<file path="src/rtl/sb_cfg_chain_param_if.sv">
// Configuration-chain bus for sb_cfg_chain_param: serial shift side plus
// commit handshake and the committed mux-select word.
interface sb_cfg_chain_param_if #(
  parameter int unsigned NUM_MUX  = 6,
  parameter int unsigned SEL_BITS = 6
);
  localparam int unsigned CHAIN_LEN = NUM_MUX * SEL_BITS;

  logic                 ccff_head;
  logic                 ccff_en;
  logic                 cfg_load;
  logic                 cfg_par_in;
  logic                 ccff_tail;
  logic [CHAIN_LEN-1:0] mem_out;
  logic [CHAIN_LEN-1:0] mem_outb;
  logic                 cfg_full;
  logic                 cfg_valid;
  logic                 cfg_ack;
  logic                 cfg_err;

  modport master (
    output ccff_head, ccff_en, cfg_load, cfg_par_in,
    input  ccff_tail, mem_out, mem_outb, cfg_full, cfg_valid, cfg_ack, cfg_err
  );

  modport slave (
    input  ccff_head, ccff_en, cfg_load, cfg_par_in,
    output ccff_tail, mem_out, mem_outb, cfg_full, cfg_valid, cfg_ack, cfg_err
  );
endinterface

</file>
<file path="src/rtl/sb_cfg_chain_param.sv">
// Serial configuration chain segment with a committed shadow copy driving NUM_MUX muxes.
// Define SB_CFG_PARITY_CHECK_EN to additionally gate commits on frame even parity.
module sb_cfg_chain_param #(
  parameter int unsigned NUM_MUX  = 6,
  parameter int unsigned SEL_BITS = 6
) (
  input  logic                prog_clk,
  input  logic                pReset,
  sb_cfg_chain_param_if.slave cfg
);

  localparam int unsigned CHAIN_LEN = NUM_MUX * SEL_BITS;
  localparam int unsigned CW        = $clog2(CHAIN_LEN + 1);

  typedef enum logic [1:0] {
    ST_EMPTY   = 2'd0,
    ST_FILLING = 2'd1,
    ST_FULL    = 2'd2
  } state_e;

  logic [CHAIN_LEN-1:0] sr_q, sr_d, sr_shift;
  logic [CHAIN_LEN-1:0] active_q, activeb_q;
  logic [CW-1:0]        cnt_q, cnt_d;
  state_e               state_q, state_d;
  logic                 full_q, valid_q, ack_q, err_q;
  logic                 parity_ok, accept, reject;

  // Head enters at bit 0; a single-bit chain just replaces its only bit.
  if (CHAIN_LEN > 1) begin : g_shift
    assign sr_shift = {sr_q[CHAIN_LEN-2:0], cfg.ccff_head};
  end else begin : g_shift1
    assign sr_shift = cfg.ccff_head;
  end

`ifndef SB_CFG_PARITY_CHECK_EN
  logic par_in_unused;
  assign par_in_unused = cfg.cfg_par_in;
`endif

  // Commit decision and next shift/count state.
  always_comb begin
    parity_ok = 1'b1;
`ifdef SB_CFG_PARITY_CHECK_EN
    parity_ok = ((^sr_q) == cfg.cfg_par_in);
`endif
    accept = cfg.cfg_load && (state_q == ST_FULL) && parity_ok;
    reject = cfg.cfg_load && !accept;

    sr_d = sr_q;
    if (cfg.ccff_en) sr_d = sr_shift;

    // Counter saturates at CHAIN_LEN; bits keep flowing through to the tail.
    cnt_d = cnt_q;
    if (accept) begin
      cnt_d = cfg.ccff_en ? CW'(1) : '0;
    end else if (cfg.ccff_en && (cnt_q != CW'(CHAIN_LEN))) begin
      cnt_d = cnt_q + CW'(1);
    end

    if (cnt_d == '0) begin
      state_d = ST_EMPTY;
    end else if (cnt_d == CW'(CHAIN_LEN)) begin
      state_d = ST_FULL;
    end else begin
      state_d = ST_FILLING;
    end
  end

  always_ff @(posedge prog_clk) begin
    if (pReset) begin
      sr_q      <= '0;
      cnt_q     <= '0;
      state_q   <= ST_EMPTY;
      active_q  <= '0;
      activeb_q <= '1;
      full_q    <= 1'b0;
      valid_q   <= 1'b0;
      ack_q     <= 1'b0;
      err_q     <= 1'b0;
    end else begin
      sr_q    <= sr_d;
      cnt_q   <= cnt_d;
      state_q <= state_d;
      full_q  <= (state_d == ST_FULL);
      ack_q   <= accept;
      // Capture the frame as it stood before this edge's shift.
      if (accept) begin
        active_q  <= sr_q;
        activeb_q <= ~sr_q;
        valid_q   <= 1'b1;
      end
      if (reject) err_q <= 1'b1;
    end
  end

  assign cfg.ccff_tail = sr_q[CHAIN_LEN-1];
  assign cfg.mem_out   = active_q;
  assign cfg.mem_outb  = activeb_q;
  assign cfg.cfg_full  = full_q;
  assign cfg.cfg_valid = valid_q;
  assign cfg.cfg_ack   = ack_q;
  assign cfg.cfg_err   = err_q;

endmodule

</file>
<file path="src/flat_wrapper.sv">
// flat-port wrapper written by rule: the top's interface ports become plain ports
module sb_cfg_chain_param_flat 
#(
  parameter int unsigned NUM_MUX  = 6,
  parameter int unsigned SEL_BITS = 6
)
  (prog_clk, pReset, cfg_ccff_head, cfg_ccff_en, cfg_cfg_load, cfg_cfg_par_in, cfg_ccff_tail, cfg_mem_out, cfg_mem_outb, cfg_cfg_full, cfg_cfg_valid, cfg_cfg_ack, cfg_cfg_err);
  sb_cfg_chain_param_if #(.NUM_MUX(NUM_MUX), .SEL_BITS(SEL_BITS)) cfg_i ();
  input  logic prog_clk;
  input  logic pReset;
  input wire logic [$bits(cfg_i.ccff_head)-1:0] cfg_ccff_head;
  input wire logic [$bits(cfg_i.ccff_en)-1:0] cfg_ccff_en;
  input wire logic [$bits(cfg_i.cfg_load)-1:0] cfg_cfg_load;
  input wire logic [$bits(cfg_i.cfg_par_in)-1:0] cfg_cfg_par_in;
  output wire logic [$bits(cfg_i.ccff_tail)-1:0] cfg_ccff_tail;
  output wire logic [$bits(cfg_i.mem_out)-1:0] cfg_mem_out;
  output wire logic [$bits(cfg_i.mem_outb)-1:0] cfg_mem_outb;
  output wire logic [$bits(cfg_i.cfg_full)-1:0] cfg_cfg_full;
  output wire logic [$bits(cfg_i.cfg_valid)-1:0] cfg_cfg_valid;
  output wire logic [$bits(cfg_i.cfg_ack)-1:0] cfg_cfg_ack;
  output wire logic [$bits(cfg_i.cfg_err)-1:0] cfg_cfg_err;
  assign cfg_i.ccff_head = cfg_ccff_head;
  assign cfg_i.ccff_en = cfg_ccff_en;
  assign cfg_i.cfg_load = cfg_cfg_load;
  assign cfg_i.cfg_par_in = cfg_cfg_par_in;
  assign cfg_ccff_tail = cfg_i.ccff_tail;
  assign cfg_mem_out = cfg_i.mem_out;
  assign cfg_mem_outb = cfg_i.mem_outb;
  assign cfg_cfg_full = cfg_i.cfg_full;
  assign cfg_cfg_valid = cfg_i.cfg_valid;
  assign cfg_cfg_ack = cfg_i.cfg_ack;
  assign cfg_cfg_err = cfg_i.cfg_err;
  sb_cfg_chain_param #(.NUM_MUX(NUM_MUX), .SEL_BITS(SEL_BITS)) u_core (.prog_clk(prog_clk), .pReset(pReset), .cfg(cfg_i));
endmodule
</file>
<file path="config.mk">
export PLATFORM = sky130hd
export DESIGN_NAME = sb_cfg_chain_param_flat
export DESIGN_NICKNAME = d
export VERILOG_FILES = /design/src/rtl/sb_cfg_chain_param_if.sv /design/src/rtl/sb_cfg_chain_param.sv /design/src/flat_wrapper.sv
export SDC_FILE = /design/constraint.sdc
export NUM_CORES = 1
export LEC_CHECK = 0
export CORE_ASPECT_RATIO = 0.7
export CORE_MARGIN = 5
export CORE_UTILIZATION = 53
export CTS_BUF_LIST = sky130_fd_sc_hd__clkbuf_2
export DETAILED_ROUTE_END_ITERATION = 16
export PLACE_DENSITY = 0.82
export REMOVE_ABC_BUFFERS = 1
export SLEW_MARGIN = 30
export SYNTH_ARGS = -nofsm -noshare
export SYNTH_HDL_FRONTEND = slang
export SYNTH_SLANG_ARGS = --single-unit
</file>
<file path="constraint.sdc">
create_clock -name prog_clk -period 2.16 [get_ports prog_clk]
set_input_delay 0.324 -clock prog_clk [delete_from_list [all_inputs] [get_ports prog_clk]]
set_output_delay 0.324 -clock prog_clk [all_outputs]
set_load 0.01 [all_outputs]
</file>
==> flow_summary.json, run 1 <==
{
  "avgSynthCellArea_um2": 9.266,
  "drt_iter0_markers": 190,
  "path_class": "reg2out",
  "synthesis.area_mm2": 0.004225,
  "slew_viol_final": 0,
  "dieHeight_um": 84.71,
  "pin_count": 83,
  "ys_seq_elements": 119,
  "worstSkewPairLatency_ns": 0.63,
  "hp-start": "cfg_ccff_en",
  "dp_hpwl_um": 6090,
  "hold_viol": 0,
  "num_vias": 3460,
  "ys_warn_count": 0,
  "start_kind": "flop",
  "start_util_pct": 54.14,
  "cts_sinks": 119,
  "diodes": 0,
  "synth_edf_count": 0,
  "area.growth.synth_to_final_pct": 26.98,
  "slowest_delay_ns": 0.56,
  "die_width_um": 116.7,
  "rsz0062_at_grt": "false",
  "cts_made_buffers": 17,
  "drc": 0,
  "antenna_found_initial": 0,
  "p_leak_uw": 0.002139,
  "finalClockSkew_ns": 0.02911,
  "worst-slew-pin-transition_ns": 0.6969,
  "die_area_mm2": 0.009887,
  "grt_pass1_wl_um": 16130,
  "post_cts_buffers": 0,
  "first_pass_iters": 4,
  "hp-class": "in2reg",
  "via_per_inst": 5.364,
  "grt_max_degree": 68,
  "core_mm2": 0.007804,
  "status": "finished, final reports clean",
  "async_flop_share_pct": 0,
  "place_congestion": 0.7997,
  "grt_pass1_vias": 3502,
  "clkSlewWorstSetupHoldPaths_ns": 0.17,
  "cts_tree": "done",
  "critPathMaxFanout": 5,
  "worstPathArrival_ns": 1.59,
  "grt_usage_pct": 20.44,
  "crit_buf_inv": 1,
  "period_minus_slack_ns": 1.917,
  "rows": 27,
  "required_ns": 1.84,
  "cts.htree.levels": 4,
  "irDropWorstVdd_mv": 0.4417,
  "slowest_stage": "clkdlybuf4s50_1",
  "synth-seq-area-share_pct": 56.38,
  "path_delay_family": "buffers and inverters",
  "fin_crit_sh_pct": 88.75,
  "p_per_area_mw_per_mm2": 727.9,
  "crit_start": "u_core.cfg.cfg_full",
  "slew_headroom_pct": 53.54,
  "end_kind": "output port",
  "ys.flop_type": "dfxtp_1",
  "max_cap_viol_count": 0,
  "clockRootBuffer": "clkbuf_2",
  "cts_resized": 0,
  "nets": 539,
  "ant_nets": 0,
  "r2r-start": "u_core.cnt_q[0]",
  "drive_gt1_share_pct": 8.456,
  "grt_overflow": 0,
  "setup_viol": 0,
  "setup_tns_ns": 0,
  "port_buffers": 81,
  "holdWs_ns": 0.2380,
  "wirelength_um": 9536,
  "wire_per_inst_um": 14.78,
  "cts_hold_buffers": 0,
  "fillers": 630,
  "syn_inst": 456,
  "synth.distinct_cells": 40,
  "crit_chain": "clkdlybuf4s50_1",
  "clockBufferDepth": 2,
  "fmax_ghz": 0.5217
}
-- layout by cell type (no fill, tap or decap), types with 2 or more instances in the layout --
cell type,count
buf_4,5
inv_1,2
buf_12,2
nor3_1,2
clkbuf_2,18
clkinv_1,2
clkinvlp_4,4
ha_1,2
bufinv_16,4
o211ai_1,21
buf_2,2
nor2_1,44
clkdlybuf4s50_1,79
mux2i_1,36
a211oi_1,2
and3_1,2
o21ai_0,16
a21oi_1,41
nand2_1,112
clkinv_2,3
dfxtp_1,119
-- worst paths after layout --
kind                            end  slack, ns  cells past startpoint
max                    cfg_cfg_full       0.24                      1
min                 u_core.cnt_q[2]       0.24                      3
max reg2reg       u_core.state_q[0]       0.35                      6
min reg2reg  u_core.cfg.mem_out[28]       0.47                      2
-- cells in the mapped netlist (2+ instances only) --
library cell  number  share of area (%)
dfxtp_1          119                 56
nand2_1          112                9.9
nor2_1            44                3.9
a21oi_1           41                4.9
mux2i_1           36                8.5
clkbuf_1          21                1.9
o211ai_1          21                3.7
o21ai_0           16                1.9
buf_2              7               0.83
buf_1              3               0.27
a211oi_1           2               0.36
and3_1             2               0.30
buf_6              2               0.53
ha_1               2               0.59
inv_1              2               0.18
nor3_1             2               0.24
-- tightest hold or removal path: cells and delay by family --
family,cells,cell delay [ns]
compound gates,2,0.31
buf+inv,1,0.17
-- logic make-up (layout without fill, tap and decap cells) --
group,count (synthesis),in the layout,synth area share [%]
AND/OR/NAND/NOR,173,173,17.47
XOR/XNOR,2,2,0.7403
flip-flops,119,119,56.38
multiplexers,36,36,8.528
adder cells (fa/ha/maj),2,2,0.5921
buffers and inverters,36,124,3.761
AO/OA/AOI/OAI,88,88,12.53
-- flip-flops by register name, summed over array words and instances (netlist names) --
register / flops
u_core.cfg.cfg_full: 1
u_core.cfg.cfg_valid: 1
u_core.cfg.cfg_ack: 1
u_core.cfg.mem_out: 36
u_core.state_q: 1
u_core.sr_q: 36
u_core.cfg.mem_outb: 36
u_core.cfg.cfg_err: 1
u_core.cnt_q: 6
-- cell type report --
cell class / count / area [um^2] / share of cell area (%)
Tap cell: 101 / 126.4 / 2.355
Clock inverter: 14 / 181.4 / 3.382
Clock buffer: 18 / 90.09 / 1.679
Multi-Input combinational cell: 301 / 1685 / 31.41
Sequential cell: 119 / 2382 / 44.40
Timing Repair Buffer: 89 / 888.4 / 16.56
Inverter: 3 / 11.26 / 0.2099
-- routing by layer --
metal / vias up / share of wire (%) / global-route usage [%]
met4: 0 / 0.72 / 6.875
met3: 12 / 8.9 / 8.934
met5: - / 0 / 0
li1: 1698 / - / -
met1: 1645 / 45 / 25.63
met2: 105 / 45 / 31.49
-- metrics by stage --
step                      total power [uW]  setup WS, ns  std cells  utilization, %  area [um^2]
after floorplan                       2315       -0.4012        423               -         4078
after global placement                2381        0.2553        612           65.14         5084
after detailed placement              2386        0.2250        612           65.14         5084
after CTS                             3941        0.1777        644           68.62         5355
after global routing                  4088        0.1032        645           68.75         5365
final                                 3905        0.2430        645           68.75         5365
-- report_power, final --
group	total [uW]	internal, uW	leakage, uW	switching (uW)
clock	1560	753	0.000151	810
sequential	2220	2210	0.000961	10.5
combinational	125	45.2	0.00103	80.3
total	3910	3010	0.00214	900
Power figures use the tool's default switching activity.
==> run 2, diff against run 1 <==
--- a/config.mk
+++ b/config.mk
@@ -9,10 +9,11 @@
 export CORE_MARGIN = 5
 export CORE_UTILIZATION = 53
 export CTS_BUF_LIST = sky130_fd_sc_hd__clkbuf_2
+export CTS_CLUSTER_SIZE = 25
 export DETAILED_ROUTE_END_ITERATION = 16
 export PLACE_DENSITY = 0.82
 export REMOVE_ABC_BUFFERS = 1
-export SLEW_MARGIN = 30
+export SLEW_MARGIN = 25
 export SYNTH_ARGS = -nofsm -noshare
 export SYNTH_HDL_FRONTEND = slang
 export SYNTH_SLANG_ARGS = --single-unit
==> results of run 2 <==
No change in the layout: final DEF, timing and power equal those of run 1.
==> variant, RTL diff (config.mk and constraints of run 2) <==
The option `SB_CFG_PARITY_CHECK_EN` is turned on by a define.
--- a/src/rtl/sb_cfg_chain_param.sv
+++ b/src/rtl/sb_cfg_chain_param.sv
@@ -1,5 +1,7 @@
 // Serial configuration chain segment with a committed shadow copy driving NUM_MUX muxes.
 // Define SB_CFG_PARITY_CHECK_EN to additionally gate commits on frame even parity.
+`define SB_CFG_PARITY_CHECK_EN
+
 module sb_cfg_chain_param #(
   parameter int unsigned NUM_MUX  = 6,
   parameter int unsigned SEL_BITS = 6
Formal check against the unedited RTL: no difference found for any inputs over 10 cycles, from zero or initial values and one cycle with pReset high; that may be too few to reach the edited logic, so the function may still have changed.
==> variant against run 2 <==
- the run now ends with setup timing left
- non-clock buffer count rose by 51
- synthesized cell count is 6.1% higher
- clock power down 17%
- sequential cell count did not move
- via count increased by 8.8%
- area after synthesis is 22% higher
- largest power group unchanged
- setup slack got worse by 0.48 ns
- cell count increased by 16%
- wire length rose by 19%
- power fell by 5.2%
- critical endpoint is now u_core.cfg.mem_outb[10]$_SDFFE_PP1P_
- die area rose by 20%
- largest cell class is now multi-input gates
- final area rose by 28%
==> variant: results (changes against run 2) <==
VDD IR max=0.0003182 V (-28%); clock network power share=35.2% (-4.8 points); total global-route track usage=18.87% (-1.6 points); DP HPWL=7134 um (+17%); Seq area share=34.75% (-9.7 points); first-pass GRT wire length=17890 um (+11%); FILL cells=724 (+15%); Compound-Gate Fraction of Synth Area=1.044% (-11 points); cell family with most CP delay=XOR/XNOR gates; R2R setup slack=-0.24 ns (-0.59 ns); hold_ws=0.1027 ns (-0.1353 ns); failing checks=setup timing; Distinct cells, synth=34 (-15%); First-pass DRT Iterations=5 (+1); CP startpoint=u_core.sr_q[13]$_SDFFE_PP0P_; P_sw=897.2 uW (-0.34%); clk_lat worst skew=0.68 ns (+0.05 ns); Post-Synth XOR/XNOR Area=7.502% (+6.8 points); Multi-input comb cells=329 (+9.3%); number of setup violations in the final report=80 (+80); outcome=complete, but fails checks; final worst setup slack=-0.2387 ns (-0.4817 ns); setup TNS=-14.18 ns (-14.18 ns); die area=11830 um^2 (+20%); Synth Area in Adders=0.4856% (-0.11 points); hold path startpoint=pReset; r2r endpoint=u_core.cfg.mem_outb[10]$_SDFFE_PP1P_
==> variant: cell types whose count changed after synthesis, moves of 25 or more <==
cell / run 2 / this run
a21oi_1: 41 / 1
mux2_2: 0 / 30
mux2i_1: 36 / 77
nand2_1: 112 / 1
nand2b_1: 1 / 40
nor2b_1: 0 / 37
xnor2_1: 0 / 25
==> variant: worst register-to-register path: stages, from the launching register on <==
cell and delay (ns):
dfxtp_2 0.36, xor2_2 0.19, xnor2_2 0.16, xnor2_2 0.21
xnor3_2 0.50, buf_4 0.16, mux2_4 0.38, buf_12 0.18
mux2i_2 0.20
==> variant: layer usage <==
layer	share of wire [%]	routed length (um)	track usage (%)	vias up
li1	-	-	-	1861
met1	48	5444	24.28	1796
met2	45	5113	29.36	86
met3	5.6	636	6.744	20
met4	1.5	176	6.625	2
met5	0.062	7	0	-
